### config.mk
export PLATFORM = sky130hd
export DESIGN_NAME = if_fetch_stage
export DESIGN_NICKNAME = d
export VERILOG_FILES = /design/src/rtl/riscv_pkg.sv /design/src/rtl/fetch_buf.sv /design/src/rtl/if_fetch_stage.sv
export SDC_FILE = /design/constraint.sdc
export NUM_CORES = 1
export LEC_CHECK = 0
export CAP_MARGIN = 30
export CORE_AREA = 2 2 141 129
export DETAILED_ROUTE_END_ITERATION = 12
export DIE_AREA = 0 0 143 131
export PLACE_DENSITY = 0.69
export RECOVER_POWER = 100
export SETUP_SLACK_MARGIN = 0.15
export SYNTH_ARGS = -nofsm -noshare
export SYNTH_HDL_FRONTEND = slang
export SYNTH_SLANG_ARGS = --single-unit
export TNS_END_PERCENT = 50
### constraint.sdc
create_clock -name clk -period 14.05 [get_ports clk]
set_clock_uncertainty 0.05 [all_clocks]
set_input_delay 1.405 -clock clk [delete_from_list [all_inputs] [get_ports clk]]
set_output_delay 1.405 -clock clk [all_outputs]
set_load 0.03 [all_outputs]
### src/rtl/riscv_pkg.sv
// Shared RV32 pipeline types and constants used by the fetch stage and its neighbours.
package riscv_pkg;

    localparam logic [31:0] NOP_INSTR        = 32'h0000_0013; // addi x0, x0, 0
    localparam logic [31:0] DEFAULT_RESET_PC = 32'h0000_0000;

    typedef struct packed {
        logic [31:0] pc;
        logic [31:0] instruction;
        logic [31:0] pc_plus4;
        logic        valid_if_id;
    } if_id_reg_t;

    typedef enum logic [1:0] {
        FS_REQ   = 2'd0,
        FS_WAIT  = 2'd1,
        FS_FAULT = 2'd2
    } fetch_state_t;

endpackage

### src/rtl/fetch_buf.sv
// One-entry output buffer of the fetch stage; drives the IF/ID register input directly.
// Priority: invalidate > load > consume.
module fetch_buf
    import riscv_pkg::*;
(
    input  logic        clk,
    input  logic        reset,
    input  logic        load,
    input  logic [31:0] load_pc,
    input  logic [31:0] load_instr,
    input  logic        consume,
    input  logic        invalidate,
    output if_id_reg_t  out
);

    // NOTE: emptying only swaps in a NOP and drops valid; the pc fields keep their last value.
    always_ff @(posedge clk or posedge reset) begin
        if (reset) begin
            out <= '{pc: '0, instruction: NOP_INSTR, pc_plus4: '0, valid_if_id: 1'b0};
        end else if (invalidate || (consume && !load)) begin
            out.instruction <= NOP_INSTR;
            out.valid_if_id <= 1'b0;
        end else if (load) begin
            out <= '{pc:          load_pc,
                     instruction: load_instr,
                     pc_plus4:    load_pc + 32'd4,
                     valid_if_id: 1'b1};
        end
    end

endmodule

### src/rtl/if_fetch_stage.sv
// Instruction-fetch stage: PC, single-outstanding imem request FSM and IF/ID output buffer.
// Define IF_MISALIGN_CHECK_EN to trap misaligned redirect targets in FS_FAULT.
module if_fetch_stage
    import riscv_pkg::*;
#(
    parameter int              XLEN     = 32,
    parameter logic [XLEN-1:0] RESET_PC = XLEN'(DEFAULT_RESET_PC)
) (
    input  logic            clk,
    input  logic            reset,
    input  logic            stall,
    input  logic            redirect_valid,
    input  logic [XLEN-1:0] redirect_pc,
    output logic            imem_req_valid,
    input  logic            imem_req_ready,
    output logic [XLEN-1:0] imem_req_addr,
    input  logic            imem_resp_valid,
    input  logic [31:0]     imem_resp_data,
    output if_id_reg_t      out,
    output logic            fetch_misaligned
);

    fetch_state_t    state;
    logic [XLEN-1:0] pc;
    logic [XLEN-1:0] pc_req;
    logic [XLEN-1:0] target;
    logic            kill;
    logic            redirect_bad;
    logic            req_fire;
    logic            consume;
    logic            load;
    logic            pending;

`ifdef IF_MISALIGN_CHECK_EN
    assign target           = redirect_pc;
    assign redirect_bad     = |redirect_pc[1:0];
    assign fetch_misaligned = (state == FS_FAULT);
`else
    assign target           = redirect_pc & ~XLEN'(3);
    assign redirect_bad     = 1'b0;
    assign fetch_misaligned = 1'b0;
`endif

    // A request may go out while the buffer drains this cycle, since the response is at least a cycle away.
    assign consume        = out.valid_if_id && !stall;
    assign imem_req_valid = !reset && (state == FS_REQ) && (!out.valid_if_id || !stall);
    assign imem_req_addr  = pc;
    assign req_fire       = imem_req_valid && imem_req_ready;
    assign load           = (state == FS_WAIT) && imem_resp_valid && !kill && !redirect_valid;

    // A request is still in flight after this edge; a redirect must mark it stale.
    assign pending = ((state == FS_REQ)   && req_fire) ||
                     ((state == FS_WAIT)  && !imem_resp_valid) ||
                     ((state == FS_FAULT) && kill && !imem_resp_valid);

    always_ff @(posedge clk or posedge reset) begin
        if (reset) begin
            state  <= FS_REQ;
            pc     <= RESET_PC;
            pc_req <= RESET_PC;
            kill   <= 1'b0;
        end else if (redirect_valid) begin
            pc    <= target;
            kill  <= pending;
            state <= redirect_bad ? FS_FAULT : (pending ? FS_WAIT : FS_REQ);
        end else begin
            case (state)
                FS_REQ: begin
                    if (req_fire) begin
                        pc_req <= pc;
                        state  <= FS_WAIT;
                    end
                end
                FS_WAIT: begin
                    if (imem_resp_valid) begin
                        if (kill) kill <= 1'b0;
                        else      pc   <= pc_req + XLEN'(4);
                        state <= FS_REQ;
                    end
                end
`ifdef IF_MISALIGN_CHECK_EN
                FS_FAULT: begin
                    if (imem_resp_valid) kill <= 1'b0;
                end
`endif
                default: state <= FS_REQ;
            endcase
        end
    end

    fetch_buf u_buf (
        .clk        (clk),
        .reset      (reset),
        .load       (load),
        .load_pc    (32'(pc_req)),
        .load_instr (imem_resp_data),
        .consume    (consume),
        .invalidate (redirect_valid),
        .out        (out)
    );

endmodule

==> qor.yml <==
synthesis:
  ys_seq_area_frac: 0.593
  syn_avg_cell_area_um2: 10.8
  syn_area_um2: 6800
  synth_edf_count: 0
  ys_ff_latch: 161
  synthFlopType: "dfrtp_1"
  yosysWarnings: 0
  ys_types: 48
  syn_inst: 632
  async_flop_share: 1.00
  syn-num-nets: 703
route:
  dr_total_vias: 5190
  via_per_inst: 4.89
  wl_met3_um: 1160
  top_layer: "met4"
  wl_per_cell_um: 16.7
  firstDrtPassIters: 4
  wirelength_um: 17700
  drcViolationCount: 0
  first_iter_violations: 270
  wl_met2_um: 8120
  ant_nets: 0
  m1WireLength_um: 8200
hold_path:
  holdPathStages: 2
  hp-start: "u_buf.out[67]"
  holdPathEnd: "u_buf.out[67]"
  hold_class: "flop to flop"
floorplanning:
  core.rowCount: 46
  start_util: 0.393
  die_w_um: 143
  io_pins: 201
  chipHeight_um: 131
  core_um2: 17300
  die_area_um2: 18700
timing:
  setup_viol: 0
  whs_ps: 415
  period_share: 0.610
  finalHoldViolCount: 0
  relSlewSlack: -1.84
  tightest_slew_ps: 4240
  fin_ws_ps: 5480
  timing.fmax_ghz: 0.117
  min_period_ps: 8570
  rsz0062_at_grt: "no"
  maxSlewViolCount: 340
  setup_tns_ps: 0
global_route:
  grt_overflow: 0
  grt_usage: 0.189
  grt_pass1_wl_um: 27700
  grt_max_degree: 98
  grt_pass1_vias: 5113
  antenna_found_initial: 0
job:
  drv_cap: 6
worst_setup_path:
  required_ps: 12600
  r2r-start: "state[0]"
  end_kind: "output pin"
  path_max_fanout: 97
  r2r_end: "imem_req_addr[18]"
  rr_worst_depth: 4
  start_kind: "input pin"
  crit_arrival_ps: 7110
  worstSetupPathType: "input pin to output pin"
  r2r_slack_ps: 8380
power:
  p_sw_frac: 0.355
  power_frac_comb: 0.316
  vdd.ir_drop.worst_mv: 0.0990
  p_int_mw: 1.12
  p_leak_nw: 4.44
  fin_total_pwr_mw: 1.74
  switching_power_mw: 0.616
  pwr-share-seq: 0.389
  pwr-share-clk: 0.295
  p_per_area_nw_per_um2: 182
cts:
  postCtsHoldBufs: 0
  ctsRootBufferMaster: "clkbuf_16"
  cts-htree-levels: 4
  cts_num_sinks: 161
  cts_made_buffers: 17
  cts_setup_buffers: 0
  clock_path_buffers: 2
  clk_latency_ps: 420
  cts.repair.resized: 0
  cts_tree: "done"
  clkTransAtPathRegs_ps: 60
placed_design:
  place_ws_ps: 8980
  postPlaceCellArea_um2: 8930
  dp_hpwl_um: 11400
  numPortBuffers: 197
  dpl.cell_count: 1029
  routabilityCongestion: 0.736
final_layout:
  area_delta_synth_final_pct: 40.1
  instances_no_fill: 1061
  drive_above_1_share: 0.106
  fillCellCount: 1505
  antennaDiodeCount: 0
  multi_input_area_um2: 2540
  postLayoutCoreUtil: 0.550
  design_area_um2: 9530
  regArea_um2: 4030
  finalNetCount: 879
run_status:
  violations: "capacitance limit, slew limit"
  status: "finished, violations left"
## cell families (layout without fill, tap and decap cells)
group,after synthesis,after routing,share of synthesized area
and+or+nand+nor,244,244,0.170
DFF,161,161,0.593
AOI/OAI and AO/OA,112,112,0.108
buffers and inverters,51,240,0.0338
muxes,35,35,0.0577
xor gates and xnor gates,27,27,0.0348
adders and majority gates,1,1,0.00184
other,1,1,0.000551
## layout make-up
type / instances / share of cell area
inverter: 5 / 0.00210
multi-input combinational: 420 / 0.266
clock inverter: 14 / 0.0219
timing repair buffer: 203 / 0.209
tap: 240 / 0.0315
clock buffer: 18 / 0.0461
sequential: 161 / 0.423
## cell usage after synthesis, types with 4 or more instances
cell type,instances,area share
o21ai_1,14,0.010
and4_1,4,0.0051
o21ai_0,28,0.021
nand2_1,170,0.094
o221ai_1,10,0.013
a21oi_1,18,0.013
nor3b_1,9,0.0099
nor4_2,7,0.013
dfrtp_1,158,0.58
nor3_1,7,0.0051
buf_4,5,0.0055
mux2_2,33,0.055
buf_2,4,0.0029
clkbuf_1,32,0.018
xnor2_1,20,0.026
nand3_1,9,0.0066
xor2_1,7,0.0090
a22o_1,29,0.037
inv_1,5,0.0028
nor2_1,18,0.0099
## critical path: stages
cell and delay, ps:
clkdlybuf4s50_1 470, clkinvlp_2 3120, and3_1 1430, clkdlybuf4s50_1 650
## power by group through the flow
stage / registers [mW] / logic (mW) / clock network [mW]
final: 0.675 / 0.548 / 0.511
after global routing: 0.694 / 0.588 / 0.541
after CTS: 0.680 / 0.591 / 0.521
after detailed placement: 0.687 / 0.588 / 0
after global placement: 0.683 / 0.583 / 0
after floorplan: 0.851 / 0.156 / 0
## registers in the layout (all words and copies together) (netlist names)
register       cells
imem_req_addr     32
u_buf.out         95
pc_req            32
kill               1
state              1
## worst max path at each step
stage	from	to	slack [ps]
after floorplan	reset	imem_req_valid	7130
after global routing	reset	imem_req_valid	4470
after global placement	reset	imem_req_valid	8990
after detailed placement	reset	imem_req_valid	8980
after CTS	reset	imem_req_valid	8980
final	reset	imem_req_valid	5480
## routing by layer
layer,vias to the layer above,global-route usage
met5,-,0
met4,0,0.0489
met3,17,0.0569
met2,153,0.293
met1,2515,0.262
li1,2505,-
## placed cells by master (no fill, tap or decap), types with 17 or more instances in the layout
cell	count
o21ai_0	40
nand2_1	170
a21oi_1	18
a22o_1	29
clkbuf_16	17
nor2_1	17
dfrtp_1	158
dlygate4sd3_1	130
mux2_2	33
clkdlybuf4s50_1	66
xnor2_1	20
(Power assumes the default switching activity.)
